`config.mk`:
```
export PLATFORM = sky130hd
export DESIGN_NAME = fru_windowed_filter_unit
export DESIGN_NICKNAME = d
export VERILOG_FILES = /design/src/rtl/fru_windowed_filter_unit.sv
export SDC_FILE = /design/constraint.sdc
export NUM_CORES = 1
export LEC_CHECK = 0
export CAP_MARGIN = 0
export CORE_MARGIN = 4
export CORE_UTILIZATION = 56
export CTS_CLUSTER_SIZE = 28
export DETAILED_ROUTE_END_ITERATION = 10
export PLACE_DENSITY = 0.79
export SETUP_SLACK_MARGIN = 0.3
export SYNTH_ARGS = -nofsm -noshare
export SYNTH_HDL_FRONTEND = slang
export SYNTH_SLANG_ARGS = --single-unit
```
`constraint.sdc`:
```
create_clock -name clk -period 2.8 [get_ports clk]
set_input_delay 0.56 -clock clk [delete_from_list [all_inputs] [get_ports clk]]
set_output_delay 0.56 -clock clk [all_outputs]
set_load 0.005 [all_outputs]
```
`src/rtl/fru_windowed_filter_unit.sv`:
```
// fru_windowed_filter_unit
// ------------------------------------------------------------------
// Windowed per-bit signal filter. It sits between the patch trigger
// logic and the controlled SoC signals. Each bit has a 2-bit mode:
//   00 pass, 01 force-constant, 10 hold, 11 sticky-OR.
// The mode applies only while the unit is in its ACTIVE window.
//
// Configuration is written per bit into shadow registers. A commit
// pulse then copies the shadow set into the active set in one step.
// A commit that arrives during ACTIVE is deferred to the edge that
// leaves ACTIVE, so a running window always sees one stable config.
//
// Optional feature (macro FRU_FILTER_OVERRIDE_CNT_EN): adds the
// override_cnt output. It counts ACTIVE cycles in which q_out != q_in.
//
// Ports:
//   clk, rst_n     clock, synchronous active-low reset
//   q_in / q_out   controllable inputs / filtered outputs (combinational)
//   arm            IDLE -> ARMED request; win_len is latched here
//   trigger        ARMED -> ACTIVE
//   disarm         abort to IDLE from any state (highest priority)
//   win_len        window length in cycles, 0 = unbounded
//   cfg_valid/cfg_ready/cfg_idx/cfg_mode/cfg_const
//                  per-bit shadow config write handshake
//   cfg_commit     shadow -> active config copy request
//   active         high during ACTIVE cycles
//   override_cnt   (optional) saturating count of overriding cycles
// ------------------------------------------------------------------
module fru_windowed_filter_unit #(
  parameter  int FILTER_SIZE = 10,
  parameter  int CNT_W       = 16,
  localparam int IDX_W       = (FILTER_SIZE > 1) ? $clog2(FILTER_SIZE) : 1
) (
  input  logic                   clk,
  input  logic                   rst_n,
  input  logic [FILTER_SIZE-1:0] q_in,
  output logic [FILTER_SIZE-1:0] q_out,
  input  logic                   trigger,
  input  logic                   arm,
  input  logic                   disarm,
  input  logic [CNT_W-1:0]       win_len,
  input  logic                   cfg_valid,
  output logic                   cfg_ready,
  input  logic [IDX_W-1:0]       cfg_idx,
  input  logic [1:0]             cfg_mode,
  input  logic                   cfg_const,
  input  logic                   cfg_commit,
`ifdef FRU_FILTER_OVERRIDE_CNT_EN
  output logic [CNT_W-1:0]       override_cnt,
`endif
  output logic                   active
);

  typedef enum logic [1:0] {
    ST_IDLE   = 2'b00,
    ST_ARMED  = 2'b01,
    ST_ACTIVE = 2'b10
  } state_t;

  localparam logic [1:0] MODE_PASS   = 2'b00;
  localparam logic [1:0] MODE_FORCE  = 2'b01;
  localparam logic [1:0] MODE_HOLD   = 2'b10;
  localparam logic [1:0] MODE_STICKY = 2'b11;

  state_t                        state_r;
  state_t                        state_nxt_s;

  logic [FILTER_SIZE-1:0][1:0]   shadow_mode_r;
  logic [FILTER_SIZE-1:0]        shadow_const_r;
  logic [FILTER_SIZE-1:0][1:0]   shadow_mode_nxt_s;
  logic [FILTER_SIZE-1:0]        shadow_const_nxt_s;
  logic [FILTER_SIZE-1:0][1:0]   act_mode_r;
  logic [FILTER_SIZE-1:0]        act_const_r;

  logic [FILTER_SIZE-1:0]        hold_r;
  logic [FILTER_SIZE-1:0]        sticky_r;
  logic [CNT_W-1:0]              win_len_r;
  logic [CNT_W-1:0]              cnt_r;
  logic                          pending_commit_r;
  logic                          pending_nxt_s;

  logic                          latch_len_s;
  logic                          enter_act_s;
  logic                          leave_act_s;
  logic                          copy_cfg_s;
  logic                          cfg_wr_s;
  logic                          bounded_s;
  logic [31:0]                   idx_ext_s;
  logic [FILTER_SIZE-1:0]        q_filt_s;

  assign bounded_s = (win_len_r != {CNT_W{1'b0}});
  assign cfg_wr_s  = cfg_valid & ~pending_commit_r;
  assign idx_ext_s = 32'(cfg_idx);
  assign cfg_ready = ~pending_commit_r;
  assign active    = (state_r == ST_ACTIVE);
  assign q_out     = q_filt_s;

  // FSM state register
  always_ff @(posedge clk) begin
    if (!rst_n) begin
      state_r <= ST_IDLE;
    end else begin
      state_r <= state_nxt_s;
    end
  end

  // FSM next state and control strobes; disarm dominates arm/trigger
  always_comb begin
    state_nxt_s = state_r;
    latch_len_s = 1'b0;
    enter_act_s = 1'b0;
    leave_act_s = 1'b0;
    case (state_r)
      ST_IDLE: begin
        if (disarm) begin
          state_nxt_s = ST_IDLE;
        end else if (arm) begin
          state_nxt_s = ST_ARMED;
          latch_len_s = 1'b1;
        end else begin
          state_nxt_s = ST_IDLE;
        end
      end
      ST_ARMED: begin
        if (disarm) begin
          state_nxt_s = ST_IDLE;
        end else if (trigger) begin
          state_nxt_s = ST_ACTIVE;
          enter_act_s = 1'b1;
        end else begin
          state_nxt_s = ST_ARMED;
        end
      end
      ST_ACTIVE: begin
        if (disarm) begin
          state_nxt_s = ST_IDLE;
          leave_act_s = 1'b1;
        end else if (bounded_s && (cnt_r == CNT_W'(1))) begin
          state_nxt_s = ST_IDLE;
          leave_act_s = 1'b1;
        end else begin
          state_nxt_s = ST_ACTIVE;
        end
      end
      default: begin
        state_nxt_s = ST_IDLE;
      end
    endcase
  end

  // Shadow config next value; out-of-range indices match no bit and are dropped
  always_comb begin
    shadow_mode_nxt_s  = shadow_mode_r;
    shadow_const_nxt_s = shadow_const_r;
    for (int i = 0; i < FILTER_SIZE; i++) begin
      if (cfg_wr_s && (idx_ext_s == 32'(i))) begin
        shadow_mode_nxt_s[i]  = cfg_mode;
        shadow_const_nxt_s[i] = cfg_const;
      end else begin
        shadow_mode_nxt_s[i]  = shadow_mode_r[i];
        shadow_const_nxt_s[i] = shadow_const_r[i];
      end
    end
  end

  // Commit control: immediate outside ACTIVE, deferred to the leaving edge inside it
  always_comb begin
    copy_cfg_s    = 1'b0;
    pending_nxt_s = pending_commit_r;
    if (state_r == ST_ACTIVE) begin
      if (leave_act_s) begin
        copy_cfg_s    = pending_commit_r | cfg_commit;
        pending_nxt_s = 1'b0;
      end else if (cfg_commit) begin
        pending_nxt_s = 1'b1;
      end else begin
        pending_nxt_s = pending_commit_r;
      end
    end else begin
      copy_cfg_s    = cfg_commit;
      pending_nxt_s = 1'b0;
    end
  end

  // Shadow/active configuration and pending-commit registers
  always_ff @(posedge clk) begin
    if (!rst_n) begin
      shadow_mode_r    <= {FILTER_SIZE{2'b00}};
      shadow_const_r   <= {FILTER_SIZE{1'b0}};
      act_mode_r       <= {FILTER_SIZE{2'b00}};
      act_const_r      <= {FILTER_SIZE{1'b0}};
      pending_commit_r <= 1'b0;
    end else begin
      shadow_mode_r    <= shadow_mode_nxt_s;
      shadow_const_r   <= shadow_const_nxt_s;
      pending_commit_r <= pending_nxt_s;
      // the copy takes the post-write shadow so a same-cycle write is included
      if (copy_cfg_s) begin
        act_mode_r  <= shadow_mode_nxt_s;
        act_const_r <= shadow_const_nxt_s;
      end else begin
        act_mode_r  <= act_mode_r;
        act_const_r <= act_const_r;
      end
    end
  end

  // Window length latch and countdown
  always_ff @(posedge clk) begin
    if (!rst_n) begin
      win_len_r <= {CNT_W{1'b0}};
      cnt_r     <= {CNT_W{1'b0}};
    end else begin
      if (latch_len_s) begin
        win_len_r <= win_len;
      end else begin
        win_len_r <= win_len_r;
      end
      if (enter_act_s) begin
        cnt_r <= win_len_r;
      end else if ((state_r == ST_ACTIVE) && bounded_s) begin
        cnt_r <= cnt_r - CNT_W'(1);
      end else begin
        cnt_r <= cnt_r;
      end
    end
  end

  // Hold snapshot at the trigger edge; sticky accumulation during ACTIVE
  always_ff @(posedge clk) begin
    if (!rst_n) begin
      hold_r   <= {FILTER_SIZE{1'b0}};
      sticky_r <= {FILTER_SIZE{1'b0}};
    end else begin
      if (enter_act_s) begin
        hold_r   <= q_in;
        sticky_r <= {FILTER_SIZE{1'b0}};
      end else if (state_r == ST_ACTIVE) begin
        hold_r   <= hold_r;
        sticky_r <= sticky_r | q_in;
      end else begin
        hold_r   <= hold_r;
        sticky_r <= sticky_r;
      end
    end
  end

  // Per-bit output select; pure pass-through outside ACTIVE
  always_comb begin
    q_filt_s = q_in;
    for (int i = 0; i < FILTER_SIZE; i++) begin
      if (state_r == ST_ACTIVE) begin
        case (act_mode_r[i])
          MODE_PASS:   q_filt_s[i] = q_in[i];
          MODE_FORCE:  q_filt_s[i] = act_const_r[i];
          MODE_HOLD:   q_filt_s[i] = hold_r[i];
          MODE_STICKY: q_filt_s[i] = q_in[i] | sticky_r[i];
          default:     q_filt_s[i] = q_in[i];
        endcase
      end else begin
        q_filt_s[i] = q_in[i];
      end
    end
  end

`ifdef FRU_FILTER_OVERRIDE_CNT_EN
  logic [CNT_W-1:0] ovr_cnt_r;
  assign override_cnt = ovr_cnt_r;

  // Saturating count of ACTIVE cycles in which the filter changed any bit
  always_ff @(posedge clk) begin
    if (!rst_n) begin
      ovr_cnt_r <= {CNT_W{1'b0}};
    end else if (enter_act_s) begin
      ovr_cnt_r <= {CNT_W{1'b0}};
    end else if ((state_r == ST_ACTIVE) && (q_filt_s != q_in) &&
                 (ovr_cnt_r != {CNT_W{1'b1}})) begin
      ovr_cnt_r <= ovr_cnt_r + CNT_W'(1);
    end else begin
      ovr_cnt_r <= ovr_cnt_r;
    end
  end
`endif

endmodule

```
==> reports/results.txt <==
Status: finished clean
Clock root cell: clkbuf_8
Clock transition at path regs: 60 ps
Final setup violation count: 0
Die ar.: 0.00991 mm^2
Crit end category: output pin
Synth Net Count: 593
GP Congestion: 0.840
Worst Hold Depth: 2
Synth cell types: 44
Min Clock Period, post-route: 2520 ps
Post-synthesis register bit count: 115
Residual DRC: 0
Sequential area share after synthesis: 49.0%
Leak: 2.20 nW
Met1 GRT Util: 31.5%
Die height: 99.6 um
Skew final: 7.74 ps
Min-Delay Path Class: flip-flop to flip-flop
NumNets Final: 653
Gr busiest metal: met2
Largest net degree at the start of global routing: 36
WP data required: 2240 ps
Pre-CTS setup slack: 167 ps
Antenna cells: 0
Final-layout fill cell count: 572
CP Launch Type: flip-flop
Sw Share: 24.1%
Worst reg2reg path depth: 6
Total Routed Length: 12.2 mm
Num CTS Buffers: 17
Initial antenna violation count: 0
Slew Limit Fails: 0
Max_cap viols: 0
Post-route setup slack: 281 ps
Antenna Nets Post-Route: 0
Vias: 4398
I/O pin cnt: 52
P_int: 0.00312 W
Die W: 99.6 um
GR Overflow Total: 0
Core Rows: 33
Fin. Hold Viols: 0
Pwr/cell area: 686 mW/mm^2
CP max FO: 7
HPWL after DPL: 7.83 mm
Synth Instances: 551
CTS max path bufs: 2
Share of power burned in registers: 41.1%
Core area: 0.00818 mm^2
Final worst-path cycle share: 89.9%
H-tree depth: 4
Layout area overhead: 27.8%
Setup tns final: 0 ps
Met2 GRT Util: 42.4%
WS Path Type: flip-flop to output pin
1st-pass router iterations: 5
Actual slew at the worst max-slew pin: 686 ps
FMAX: 397 MHz
Vias in the first global route: 4274
Starting Density: 57.4%
Vias per cell: 6.03
RSZ-0062 raised after global routing: yes
GRT Util Overall: 25.7%
Clk network pwr share: 51.7%
Ys Warns: 0
M3 GR Usage: 7.50%
CTS tree: done
Number of clock sinks: 115
WL/cell: 16.8 um
Buffers on Ports: 51
Initial DRC Count: 292
Synth Cell Area: 0.00470 mm^2
First-pass GRT wire length: 20.3 mm
NetSw: 0.000995 W
Max-slew headroom: 53.8%
Post-synthesis average cell area: 8.52 um^2
Ratio of cells with drive above 1 in the final layout: 12.5%
Critical path arrival: 1960 ps
Logic pwr share: 7.2%
Clock latency on the worst-skew pair: 530 ps
Worst vdd ir: 0.442 mV
==> registers in the layout, summed over array words and instances (netlist names) <==
register          cells
win_len_r            16
shadow_const_r       10
cnt_r                16
hold_r               10
state_r               2
act_mode_r           20
pending_commit_r      1
sticky_r             10
shadow_mode_r        20
act_const_r          10
==> worst max-delay path: stages (launching register included) <==
cell	delay [ps]
dfxtp_4	360
nand2b_4	160
buf_6	130
buf_8	130
o21ai_2	110
o21ai_1	80
o221a_2	260
clkdlybuf4s15_1	210
==> path summary, 6_finish.rpt <==
| path | slack, ps | end | from |
|---|---|---|---|
| max | 280 | q_out[5] | state_r[0] |
| min | 460 | hold_r[3] | hold_r[3] |
| max reg2reg | 410 | act_const_r[8] | cnt_r[7] |
| min reg2reg | 460 | hold_r[3] | hold_r[3] |
==> final cells by class <==
| cell class | instances | area (um^2) | share of cell area [%] |
|---|---|---|---|
| flip-flops and latches | 115 | 2310 | 38.4 |
| multi-input cells | 393 | 2250 | 37.5 |
| clock inverters | 13 | 150 | 2.50 |
| inverters | 13 | 50.0 | 0.834 |
| repair buffers | 71 | 669 | 11.2 |
| clock buffers | 19 | 442 | 7.36 |
| well taps | 105 | 131 | 2.19 |
==> per-layer routing <==
| metal | wire, um | share of wire (%) |
|---|---|---|
| met1 | 5090 | 42 |
| met5 | 0 | 0 |
| met2 | 6120 | 50 |
| met4 | 248 | 2.0 |
| met3 | 773 | 6.3 |
==> cells by family after synthesis <==
logic type	count (synthesis)	synth area share, %
simple gates	207	20.9
xor+xnor	7	1.31
flops	115	49.0
buf+inv	43	4.02
compound gates	172	23.2
mux	5	1.07
fa+ha+maj	2	0.533
==> metrics by stage <==
step	cells	utilization, %	hold slack [ps]	power [W]	area [um^2]
2_1_floorplan	551	-	433	0.00188	4700
3_3_place_gp	692	65.1	439	0.00201	5320
3_5_place_dp	692	65.1	448	0.00202	5320
4_1_cts	727	72.8	456	0.00412	5950
5_1_grt	729	73.4	478	0.00424	6000
6_report	729	73.4	457	0.00412	6000
==> synthesized netlist by cell type (all sizes together) <==
master | count | area share [%]
o21ai | 51 | 5.4
nand4b | 2 | 0.37
o311ai | 1 | 0.19
a21oi | 57 | 6.1
o221a | 7 | 1.7
a21o | 1 | 0.16
inv | 11 | 0.88
a22o | 30 | 5.6
ha | 2 | 0.53
and3 | 3 | 0.40
a2bb2oi | 1 | 0.19
nor2 | 32 | 2.6
mux2i | 5 | 1.1
nand2b | 3 | 0.40
xnor2 | 1 | 0.19
a32oi | 1 | 0.19
clkinv | 2 | 0.16
nand3 | 39 | 4.2
nand3b | 3 | 0.48
o21a | 3 | 0.48
or3 | 3 | 0.40
xor2 | 6 | 1.1
nor2b | 5 | 0.67
o2bb2a | 1 | 0.21
clkbuf | 21 | 1.7
a41oi | 1 | 0.19
dfxtp | 115 | 49
nand4 | 3 | 0.40
nor4b | 1 | 0.19
or3b | 1 | 0.19
buf | 9 | 1.3
o211ai | 6 | 0.96
nor3 | 1 | 0.11
a31oi | 8 | 1.1
nor3b | 1 | 0.16
nor4 | 7 | 1.6
o311a | 1 | 0.21
o2111ai | 3 | 0.56
or4 | 4 | 0.64
nor4bb | 2 | 0.43
nand2 | 97 | 7.8
==> layout by cell type, fill, tap and decap left out, drive strengths merged, types with 5 or more instances in the layout <==
cell type | netlist | final
clkbuf | 21 | 22
o211ai | 6 | 6
nor2b | 5 | 5
buf | 9 | 20
nand3 | 39 | 39
nor4 | 7 | 7
a21oi | 57 | 57
o221a | 7 | 7
o21ai | 51 | 51
inv | 11 | 15
nand2 | 97 | 97
mux2i | 5 | 5
nor2 | 32 | 32
clkdlybuf4s50 | 0 | 40
dfxtp | 115 | 115
a31oi | 8 | 8
a22o | 30 | 30
clkinv | 2 | 7
xor2 | 6 | 6
==> power by group through the flow <==
stage	Clock [W]	Sequential, W	Combinational [W]
global placement	0	0.00173	0.000283
detailed placement	0	0.00173	0.000291
global route	0.00222	0.00170	0.000324
CTS	0.00214	0.00169	0.000291
floorplan	0	0.00172	0.000162
finish	0.00213	0.00169	0.000296
==> timing repair <==
action                     in CTS  in global routing
resized for setup              24                 28
buffers inserted                3                  2
hold buffers                    0                  0
setup endpoints to repair      11                  9
hold endpoints to repair        0                  0
pin swaps                       0                  2
Power figures use the tool's default switching activity.
